<file path="config.mk">
export PLATFORM = sky130hd
export DESIGN_NAME = video_timing_gen_flat
export DESIGN_NICKNAME = d
export VERILOG_FILES = /design/src/rtl/video_timing_gen_if.sv /design/src/rtl/video_timing_gen.sv /design/src/flat_wrapper.sv
export SDC_FILE = /design/constraint.sdc
export NUM_CORES = 1
export LEC_CHECK = 0
export CORE_UTILIZATION = 43
export DETAILED_ROUTE_END_ITERATION = 7
export GPL_ROUTABILITY_DRIVEN = 0
export PLACE_DENSITY = 0.68
export SLEW_MARGIN = 5
export SYNTH_ARGS = -nofsm -noshare
export SYNTH_HDL_FRONTEND = slang
export SYNTH_SLANG_ARGS = --single-unit
</file>
<file path="constraint.sdc">
create_clock -name clock -period 5.6 [get_ports clock]
set_input_delay 0.84 -clock clock [delete_from_list [all_inputs] [get_ports clock]]
set_output_delay 0.84 -clock clock [all_outputs]
set_load 0.02 [all_outputs]
</file>
<file path="src/rtl/video_timing_gen_if.sv">
// -----------------------------------------------------------------------------
// video_timing_gen_if
//   Bundle between the video timing generator and its consumers (overlay
//   pixel mux / HDMI transmitter).
//   master modport: the generator. It reads the enable and the window
//                   geometry, and drives position, syncs, DE and strobes.
//   slave  modport: the consumer side. It drives the enable and the window
//                   geometry, and reads the timing outputs.
// -----------------------------------------------------------------------------
interface video_timing_gen_if #(
    parameter int hBusWidth = 12,
    parameter int vBusWidth = 12
);
    logic                 countEnable;
    logic [hBusWidth-1:0] windowX;
    logic [hBusWidth-1:0] windowW;
    logic [vBusWidth-1:0] windowY;
    logic [vBusWidth-1:0] windowH;

    logic [hBusWidth-1:0] pixelX;
    logic [vBusWidth-1:0] pixelY;
    logic                 DE;
    logic                 HSYNC;
    logic                 VSYNC;
    logic                 lineStart;
    logic                 frameStart;
    logic                 windowActive;

    modport master (
        input  countEnable, windowX, windowW, windowY, windowH,
        output pixelX, pixelY, DE, HSYNC, VSYNC, lineStart, frameStart, windowActive
    );

    modport slave (
        output countEnable, windowX, windowW, windowY, windowH,
        input  pixelX, pixelY, DE, HSYNC, VSYNC, lineStart, frameStart, windowActive
    );
endinterface

</file>
<file path="src/rtl/video_timing_gen.sv">
// -----------------------------------------------------------------------------
// video_timing_gen
//   Parametrised raster timing generator. It walks an (h, v) position over
//   hTotal x vTotal clocks and produces registered DE, HSYNC, VSYNC, pixel
//   coordinates, line/frame strobes and an overlay-window flag. The window
//   geometry is shadowed so that it only changes on frame boundaries.
//
//   Ports
//     clock          pixel clock; all logic runs on its rising edge
//     masterReset_n  synchronous reset, active low
//     bus            video_timing_gen_if.master:
//                      in : countEnable, windowX/W/Y/H
//                      out: pixelX, pixelY, DE, HSYNC, VSYNC, lineStart,
//                           frameStart, windowActive
//   Outputs lag the internal counter by one clock.
// -----------------------------------------------------------------------------
module video_timing_gen #(
    parameter int hBusWidth     = 12,
    parameter int vBusWidth     = 12,
    parameter int hActive       = 1920,
    parameter int hFrontPorch   = 88,
    parameter int hSyncWidth    = 44,
    parameter int hBackPorch    = 148,
    parameter int vActive       = 1080,
    parameter int vFrontPorch   = 4,
    parameter int vSyncWidth    = 5,
    parameter int vBackPorch    = 36,
    parameter bit hSyncPolarity = 1'b1,
    parameter bit vSyncPolarity = 1'b1
) (
    input  logic               clock,
    input  logic               masterReset_n,
    video_timing_gen_if.master bus
);

    localparam int H_TOTAL = hActive + hFrontPorch + hSyncWidth + hBackPorch;
    localparam int V_TOTAL = vActive + vFrontPorch + vSyncWidth + vBackPorch;

    if (H_TOTAL > (1 << hBusWidth)) begin : g_h_too_big
        $error("video_timing_gen: hTotal does not fit hBusWidth");
    end
    if (V_TOTAL > (1 << vBusWidth)) begin : g_v_too_big
        $error("video_timing_gen: vTotal does not fit vBusWidth");
    end

    // One extra bit so that boundary constants and window ends never wrap.
    typedef logic [hBusWidth:0] hx_t;
    typedef logic [vBusWidth:0] vx_t;

    localparam hx_t H_ACT_END  = hx_t'(hActive);
    localparam hx_t H_SYNC_BEG = hx_t'(hActive + hFrontPorch);
    localparam hx_t H_SYNC_END = hx_t'(hActive + hFrontPorch + hSyncWidth);
    localparam hx_t H_LAST     = hx_t'(H_TOTAL - 1);
    localparam vx_t V_ACT_END  = vx_t'(vActive);
    localparam vx_t V_SYNC_BEG = vx_t'(vActive + vFrontPorch);
    localparam vx_t V_SYNC_END = vx_t'(vActive + vFrontPorch + vSyncWidth);
    localparam vx_t V_LAST     = vx_t'(V_TOTAL - 1);

    localparam logic [hBusWidth-1:0] H_ONE = {{(hBusWidth-1){1'b0}}, 1'b1};
    localparam logic [vBusWidth-1:0] V_ONE = {{(vBusWidth-1){1'b0}}, 1'b1};

    logic [hBusWidth-1:0] h_count, h_count_next;
    logic [vBusWidth-1:0] v_count, v_count_next;
    logic [hBusWidth-1:0] shadow_x, shadow_w;
    logic [vBusWidth-1:0] shadow_y, shadow_h;

    hx_t  h_ext;
    vx_t  v_ext;
    logic frame_end;
    logic de_d, hsync_on_d, vsync_on_d, window_d;

    assign h_ext     = {1'b0, h_count};
    assign v_ext     = {1'b0, v_count};
    assign frame_end = (h_ext == H_LAST) && (v_ext == V_LAST);

    // Position decode and counter advance for the position currently held.
    always_comb begin
        // NOTE: every variable gets a default before any branch, so no path
        // leaves it unassigned and no latch is inferred.
        h_count_next = h_count + H_ONE;
        v_count_next = v_count;
        if (h_ext == H_LAST) begin
            h_count_next = '0;
            v_count_next = (v_ext == V_LAST) ? '0 : v_count + V_ONE;
        end

        de_d       = (h_ext < H_ACT_END) && (v_ext < V_ACT_END);
        hsync_on_d = (h_ext >= H_SYNC_BEG) && (h_ext < H_SYNC_END);
        vsync_on_d = (v_ext >= V_SYNC_BEG) && (v_ext < V_SYNC_END);
        window_d   = de_d
                   && (h_ext >= {1'b0, shadow_x})
                   && (h_ext <  ({1'b0, shadow_x} + {1'b0, shadow_w}))
                   && (v_ext >= {1'b0, shadow_y})
                   && (v_ext <  ({1'b0, shadow_y} + {1'b0, shadow_h}));
    end

    always_ff @(posedge clock) begin
        // NOTE: state is updated with non-blocking assignments so every
        // register samples the pre-edge values, whatever the statement order.
        if (!masterReset_n) begin
            h_count          <= '0;
            v_count          <= '0;
            // The window is captured during reset too, so the first frame
            // after release already uses the geometry presented in reset.
            shadow_x         <= bus.windowX;
            shadow_w         <= bus.windowW;
            shadow_y         <= bus.windowY;
            shadow_h         <= bus.windowH;
            bus.pixelX       <= '0;
            bus.pixelY       <= '0;
            bus.DE           <= 1'b0;
            bus.HSYNC        <= !hSyncPolarity;
            bus.VSYNC        <= !vSyncPolarity;
            bus.lineStart    <= 1'b0;
            bus.frameStart   <= 1'b0;
            bus.windowActive <= 1'b0;
        end else if (bus.countEnable) begin
            h_count          <= h_count_next;
            v_count          <= v_count_next;
            // Load on the last position of the frame: the position that
            // follows is (0,0), the first one decoded with the new geometry.
            if (frame_end) begin
                shadow_x     <= bus.windowX;
                shadow_w     <= bus.windowW;
                shadow_y     <= bus.windowY;
                shadow_h     <= bus.windowH;
            end
            bus.pixelX       <= h_count;
            bus.pixelY       <= v_count;
            bus.DE           <= de_d;
            bus.HSYNC        <= hsync_on_d ? hSyncPolarity : !hSyncPolarity;
            bus.VSYNC        <= vsync_on_d ? vSyncPolarity : !vSyncPolarity;
            bus.lineStart    <= (h_count == '0);
            bus.frameStart   <= (h_count == '0) && (v_count == '0);
            bus.windowActive <= window_d;
        end
    end

endmodule

</file>
<file path="src/flat_wrapper.sv">
// flat-port wrapper written by rule: the top's interface ports become plain ports
module video_timing_gen_flat 
#(
    parameter int hBusWidth     = 12,
    parameter int vBusWidth     = 12,
    parameter int hActive       = 1920,
    parameter int hFrontPorch   = 88,
    parameter int hSyncWidth    = 44,
    parameter int hBackPorch    = 148,
    parameter int vActive       = 1080,
    parameter int vFrontPorch   = 4,
    parameter int vSyncWidth    = 5,
    parameter int vBackPorch    = 36,
    parameter bit hSyncPolarity = 1'b1,
    parameter bit vSyncPolarity = 1'b1
)
  (clock, masterReset_n, bus_countEnable, bus_windowX, bus_windowW, bus_windowY, bus_windowH, bus_pixelX, bus_pixelY, bus_DE, bus_HSYNC, bus_VSYNC, bus_lineStart, bus_frameStart, bus_windowActive);
  video_timing_gen_if #(.hBusWidth(hBusWidth), .vBusWidth(vBusWidth)) bus_i ();
  input  logic clock;
  input  logic masterReset_n;
  input wire logic [$bits(bus_i.countEnable)-1:0] bus_countEnable;
  input wire logic [$bits(bus_i.windowX)-1:0] bus_windowX;
  input wire logic [$bits(bus_i.windowW)-1:0] bus_windowW;
  input wire logic [$bits(bus_i.windowY)-1:0] bus_windowY;
  input wire logic [$bits(bus_i.windowH)-1:0] bus_windowH;
  output wire logic [$bits(bus_i.pixelX)-1:0] bus_pixelX;
  output wire logic [$bits(bus_i.pixelY)-1:0] bus_pixelY;
  output wire logic [$bits(bus_i.DE)-1:0] bus_DE;
  output wire logic [$bits(bus_i.HSYNC)-1:0] bus_HSYNC;
  output wire logic [$bits(bus_i.VSYNC)-1:0] bus_VSYNC;
  output wire logic [$bits(bus_i.lineStart)-1:0] bus_lineStart;
  output wire logic [$bits(bus_i.frameStart)-1:0] bus_frameStart;
  output wire logic [$bits(bus_i.windowActive)-1:0] bus_windowActive;
  assign bus_i.countEnable = bus_countEnable;
  assign bus_i.windowX = bus_windowX;
  assign bus_i.windowW = bus_windowW;
  assign bus_i.windowY = bus_windowY;
  assign bus_i.windowH = bus_windowH;
  assign bus_pixelX = bus_i.pixelX;
  assign bus_pixelY = bus_i.pixelY;
  assign bus_DE = bus_i.DE;
  assign bus_HSYNC = bus_i.HSYNC;
  assign bus_VSYNC = bus_i.VSYNC;
  assign bus_lineStart = bus_i.lineStart;
  assign bus_frameStart = bus_i.frameStart;
  assign bus_windowActive = bus_i.windowActive;
  video_timing_gen #(.hBusWidth(hBusWidth), .vBusWidth(vBusWidth), .hActive(hActive), .hFrontPorch(hFrontPorch), .hSyncWidth(hSyncWidth), .hBackPorch(hBackPorch), .vActive(vActive), .vFrontPorch(vFrontPorch), .vSyncWidth(vSyncWidth), .vBackPorch(vBackPorch), .hSyncPolarity(hSyncPolarity), .vSyncPolarity(vSyncPolarity)) u_core (.clock(clock), .masterReset_n(masterReset_n), .bus(bus_i));
endmodule
</file>
==> out/results.ini, run 1 <==
[synthesis]
synth_fp_nets = 705
yosysWarnings = 0
ys.flop_type = dfxtp_1
synthCells = 578
synth-async-reset-ratio_pct = 0
yosysTopAreaCell = edfxtp_1
ys_ff_latch = 102
synthTopCellsByCount = ha_1, dfxtp_1, edfxtp_1
synth-seq-area-share_pct = 42.6
synth_edf_count = 48
avgSynthCellArea_um2 = 10.2
synth.cell_area_um2 = 5920
yosys-top-cells-area = edfxtp_1, dfxtp_1, ha_1, mux2i_1, nor2b_1
synth.distinct_cells = 60
synth_top_area_share_pct = 24.3
synthMostInstantiatedCell = ha_1

[die]
ioPinCount = 81
start_util_pct = 44.4
rows = 42
die_area_um2 = 14200
die_h_um = 119
die_w_um = 119
coreArea_um2 = 13300

[clocking]
cts_resized = 0
clock-sinks = 102
cts-htree-levels = 3
clock_latency_ns = 0.36
cts_root_buf = clkbuf_16
cts_buffers = 9
clock_tree.buffer_depth = 2
cts.clk_slew.worst_paths_ns = 0.07
cts_tree = done
ctsHoldBuffers = 0
cts_setup_buffers = 0

[timing]
fin_skew_ns = 0.00856
finalCriticalPeriod_ns = 3.71
slew-limit-headroom_pct = 26.9
finalSetupViolCount = 0
drv_slew = 0
worst_slew_pin_slew_ns = 1.09
finalSetupTns_ns = 0
setup_slack_ns = 1.89
fin_crit_sh_pct = 66.3
rsz0062_at_grt = false
finalHoldViolCount = 0
max_freq_mhz = 269

[pwr]
p_seq_share_pct = 46.1
p_clk_share_pct = 35.7
ir_drop_mv = 0.182
intPower_mw = 1.34
p_leak_nw = 2.98
power_density_nw_per_um2 = 250
switchingPower_mw = 0.465
netSwitchingFraction_pct = 25.8
combPwrFrac_pct = 18.1

[drt]
drt_wl_total_um = 12600
vias = 4440
drc = 0
drtAntennaViolNets = 0
first_iter_violations = 205
routed_via_density = 5.31
wl_per_cell_um = 15.0
firstDrtPassIters = 5

[critical_path]
slowest_delay_ns = 0.46
start_kind = flip-flop
worstSetupPathType = flip-flop to flip-flop
path_max_fanout = 4
crit_path_top_delay_cell = a2111o_1
worstPathCellList = ha_1 -> inv_1 -> fa_1 -> nor2b_1 -> o21a_1 -> o211ai_1 -> a31oi_1 -> a2111o_1 -> o311ai_0 -> ha_1 -> a21oi_1 -> nor2b_1 -> a2111o_1 -> o221ai_1 -> a2111oi_0 -> nor4_1
end_kind = flip-flop
cp-startpoint = u_core.shadow_x[0]
worst_ep_required_time_ns = 5.88
worst_ep_arrival_time_ns = 3.99
r2r-start = u_core.shadow_x[0]

[placement]
portBuffers = 80
dp_slack_ns = 1.93
dp_hpwl_um = 9570

[grt]
grt-ovfl-total = 0
grt_pass1_wl_um = 21200
antenna_found_initial = 0
grt_pass1_vias = 4568
grt_max_degree = 47
track_usage_pct = 18.9

[min_path]
min_from = u_core.bus.frameStart
hold_class = flip-flop to flip-flop

[run_status]
run_status = completed

[final_layout]
finish.utilization_pct = 54.0
synthToLayoutAreaGrowth_pct = 21.7
n_antenna_cell = 0
layout.nets = 782
drive_above_1_share_pct = 4.55

[job]
cap_violations = 0

## power groups by stage
stage	Combinational, mW	Clock [mW]	Sequential [mW]
2_1_floorplan	0.225	0	0.847
3_3_place_gp	0.312	0	0.849
3_5_place_dp	0.326	0	0.850
4_1_cts	0.330	0.660	0.833
5_1_grt	0.368	0.694	0.837
6_report	0.327	0.644	0.833
## through the flow
| stage | hold slack [ns] | area [µm²] | total power, mW | cells |
|---|---|---|---|---|
| 2_1_floorplan | 0.473 | 5920 | 1.07 | 578 |
| 3_3_place_gp | 0.471 | 6900 | 1.16 | 820 |
| 3_5_place_dp | 0.480 | 6900 | 1.18 | 820 |
| 4_1_cts | 0.491 | 7210 | 1.82 | 836 |
| 5_1_grt | 0.520 | 7210 | 1.90 | 836 |
| 6_report | 0.486 | 7210 | 1.80 | 836 |
## critical path, delay by kind of cell (launching register included)
family | cells | cell delay, ns
compound gates | 9 | 2.06
buf+inv | 1 | 0.07
fa+ha+maj | 3 | 0.75
simple gates | 3 | 0.36
flops | 1 | 0.39
## state kept, by name, indices dropped and copies added, names as in the netlist, 12 cells and up
register	cells
u_core.shadow_h	12
u_core.shadow_y	12
u_core.v_count	12
u_core.bus.pixelX	12
u_core.shadow_x	12
u_core.shadow_w	12
u_core.h_count	12
u_core.bus.pixelY	12
## cells by family (layout without fill, tap and decap cells)
family	Yosys count	count (layout)	synth area share (%)
and+or+nand+nor	189	189	17.1
DFF	102	102	42.6
AOI/OAI and AO/OA	95	95	10.8
adders and majority gates	76	76	16.3
buffers and inverters	55	137	3.70
xor gates and xnor gates	36	36	5.32
muxes	25	25	4.23
## cell usage in the layout, fill, tap and decap left out, drive strengths merged, types with 4 or more instances in the layout
master and instances:
o21a 6, xnor2 14, and2 7, nor2 45, clkbuf 13, nor3b 4
inv 39, nor2b 34, a21o 6, mux2i 25, or2 4, o21ai 21
a21oi 21, xor2 22, nand3 17, nand4 13, nor3 9, nand2b 8
ha 74, a21boi 5, edfxtp 48, o2111ai 5, dfxtp 54, nand2 31
clkdlybuf4s50 79, buf 4, nor4 4
## cell type report
cell class / instances / area [µm²]
Inverter: 38 / 143
Tap cell: 176 / 220
Multi-Input combinational cell: 421 / 3190
Sequential cell: 102 / 2520
Timing Repair Buffer: 83 / 818
Fill cell: 1244 / 6140
Clock buffer: 13 / 292
Clock inverter: 3 / 22.5
## metal layers
| metal | share of wire [%] | global-route usage, % | vias up |
|---|---|---|---|
| li1 | - | - | 2227 |
| met1 | 41 | 20.7 | 2097 |
| met2 | 52 | 35.0 | 97 |
| met3 | 4.9 | 5.12 | 19 |
| met4 | 1.7 | 6.64 | 0 |
| met5 | 0 | 0 | - |
## final timing paths
check	end	slack, ns	depth (start not counted)
setup / recovery	u_core.bus.windowActive	1.89	16
hold / removal	u_core.bus.frameStart	0.49	2
setup reg to reg	u_core.bus.windowActive	1.89	16
hold reg to reg	u_core.bus.frameStart	0.49	2
(Power assumes the default switching activity.)
==> run 2, diff against run 1 <==
PLACE_DENSITY = 0.71   (was 0.68)
clock period = 3 ns   (was 5.6 ns; I/O delays follow)
==> out/results.ini, run 2 (synthesis results as in run 1) <==
[die]
die_w_um = 119  ; unchanged
die_area_um2 = 14200  ; unchanged
ioPinCount = 81  ; unchanged
die_h_um = 119  ; unchanged
coreArea_um2 = 13300  ; unchanged
rows = 42  ; unchanged
start_util_pct = 44.4  ; unchanged

[final_layout]
drive_above_1_share_pct = 9.25  ; +4.7 points
layout.nets = 804  ; +2.8%
nFillCells = 1187  ; -4.6%
mostFrequentLayoutCells = clkdlybuf4s50_1, ha_1, dfxtp_1
mostFrequentLayoutCell = clkdlybuf4s50_1
final-instance-count-excl-fill = 857  ; +2.5%
n_antenna_cell = 0  ; unchanged
synthToLayoutAreaGrowth_pct = 25.5
fin_area_um2 = 7430  ; +3.1%
finish.utilization_pct = 55.7  ; +1.7 points

[critical_path]
worstSetupPathType = flip-flop to flip-flop
slowest_delay_ns = 0.41  ; -0.05 ns
path_delay_family = compound AO/OA/AOI/OAI gates
worstPathCellList = ha_1 -> a21oi_2 -> o21ai_2 -> nor4_4 -> o31ai_2 -> o41ai_2 -> xor2_1 -> ha_1 -> nor2b_1 -> a2111o_1 -> o221ai_2 -> a2111oi_2 -> nor4_1
worst_ep_required_time_ns = 3.25  ; -2.63 ns
critical_path_buf_inv_count = 0  ; -1
crit_path_top_delay_cell = edfxtp_1
end_kind = flip-flop
cp_common_cell = ha_1
path_max_fanout = 2  ; -2
start_kind = flip-flop
worst_ep_arrival_time_ns = 3.60  ; -0.39 ns

[grt]
track_usage_pct = 19.5  ; +0.54 points
grtUsageMet3_pct = 5.03  ; -0.096 points
grt-ovfl-total = 0  ; unchanged
met1_usage_pct = 21.2  ; +0.52 points
grt_max_degree = 59  ; +26%
grt_pass1_wl_um = 21700  ; +2.4%
antenna_found_initial = 0  ; unchanged
grtUsageMet2_pct = 35.6  ; +0.62 points
grt_pass1_vias = 4671  ; +2.3%
top_usage_layer = met2

[drt]
firstDrtPassIters = 4  ; -1
drtAntennaViolNets = 0  ; unchanged
drc = 0  ; unchanged
first_iter_violations = 202  ; -1.5%
routed_via_density = 5.37  ; +1.2%
wl_per_cell_um = 15.3  ; +2.0%
drt_wl_total_um = 13100  ; +4.5%
vias = 4605  ; +3.7%

[placement]
dp_hpwl_um = 9800  ; +2.4%
portBuffers = 80  ; unchanged
placed_area_um2 = 7080  ; +2.7%
dp.cells = 840  ; +2.4%

[pwr]
p_leak_nw = 3.10  ; +4.0%
power_density_nw_per_um2 = 456  ; +82%
power_mw = 3.39  ; +88%
ir_drop_mv = 0.320  ; +76%

[clocking]
cts_buffers = 9  ; unchanged
cts.clk_slew.worst_paths_ns = 0.07  ; about the same
ctsHoldBuffers = 0  ; unchanged
cts-htree-levels = 3  ; unchanged
cts_root_buf = clkbuf_16
clock_latency_ns = 0.35  ; about the same
clock-sinks = 102  ; unchanged
cts_tree = done
clock_tree.buffer_depth = 2  ; unchanged

[timing]
fin_crit_sh_pct = 112  ; +45 points
fin_skew_ns = 0.0100  ; +0.00147 ns
drv_slew = 0  ; unchanged
finalCriticalPeriod_ns = 3.35  ; -0.360 ns
hold_slack_ns = 0.473  ; -0.0127 ns
slew-limit-headroom_pct = 70.5  ; +44 points
finalHoldViolCount = 0  ; unchanged
worst_slew_pin_slew_ns = 0.441  ; -0.650 ns
max_freq_mhz = 298  ; +11%
rsz0062_at_grt = true
finalSetupViolCount = 1  ; +1
setup_slack_ns = -0.354  ; -2.24 ns

[min_path]
hold_class = flip-flop to flip-flop

[run_status]
run_status = finished with violations
failed_checks = setup timing

[job]
cap_violations = 0  ; unchanged

[run 2: changes by cell type in the layout (fill, tap and decap cells not counted), sizes merged]
cell    delta
buf       +22
clkinv     -1
[run 2: repair_timing]
action / in CTS / in global routing
resized for setup: 7 / 3
buffers inserted: 2 / 0
setup endpoints to repair: 1 / 1
hold endpoints to repair: 0 / 0
pin swaps: 16 / 0
[run 2: metal layers]
metal / part of all wire [%] / routed length (µm)
met5: 0 / 0
met4: 2.4 / 315
met3: 4.4 / 577
met2: 52 / 6780
met1: 42 / 5480
[run 2: per-stage QoR]
step | worst slack, ns | TNS, ns
6_report | -0.354 | -0.354
5_1_grt | -0.596 | -0.596
4_1_cts | -0.351 | -0.351
3_5_place_dp | -0.610 | -0.610
2_1_floorplan | -0.276 | -0.276
3_3_place_gp | -0.329 | -0.329
[run 2: area by class of cell]
type / count / area [µm²] / area share [%]
Inverter: 38 / 143 / 1.92
Clock inverter: 2 / 11.3 / 0.151
Sequential cell: 102 / 2520 / 33.9
Multi-Input combinational cell: 421 / 3260 / 43.8
Clock buffer: 13 / 284 / 3.82
Timing Repair Buffer: 105 / 996 / 13.4
Tap cell: 176 / 220 / 2.96
[run 2: final timing paths]
kind                               from                       to  slack [ns]  cells past startpoint
hold / removal    u_core.bus.frameStart    u_core.bus.frameStart        0.47                      2
setup reg to reg     u_core.shadow_x[1]  u_core.bus.windowActive       -0.35                     13
hold reg to reg   u_core.bus.frameStart    u_core.bus.frameStart        0.47                      2
setup / recovery     u_core.shadow_x[1]  u_core.bus.windowActive       -0.35                     13
[run 2: where the power goes]
part           switching [mW]  internal [mW]
Sequential             0.0329           1.52
Combinational           0.345          0.337
Clock                   0.495          0.662
Total                   0.873           2.52
[run 2: worst reg2reg max path, delay by kind of cell (launching register included)]
family                   cells  cell delay, ns
AO/OA/AOI/OAI                7            1.34
AND/OR/NAND/NOR              3            0.72
adder cells (fa/ha/maj)      2            0.58
flip-flops                   1            0.41
XOR/XNOR                     1            0.21
==> run 3, diff against run 2 <==
CTS_CLUSTER_DIAMETER = 50   (was not set)
==> results of run 3 <==
The final DEF is identical to that of run 2; final timing and power are the same.
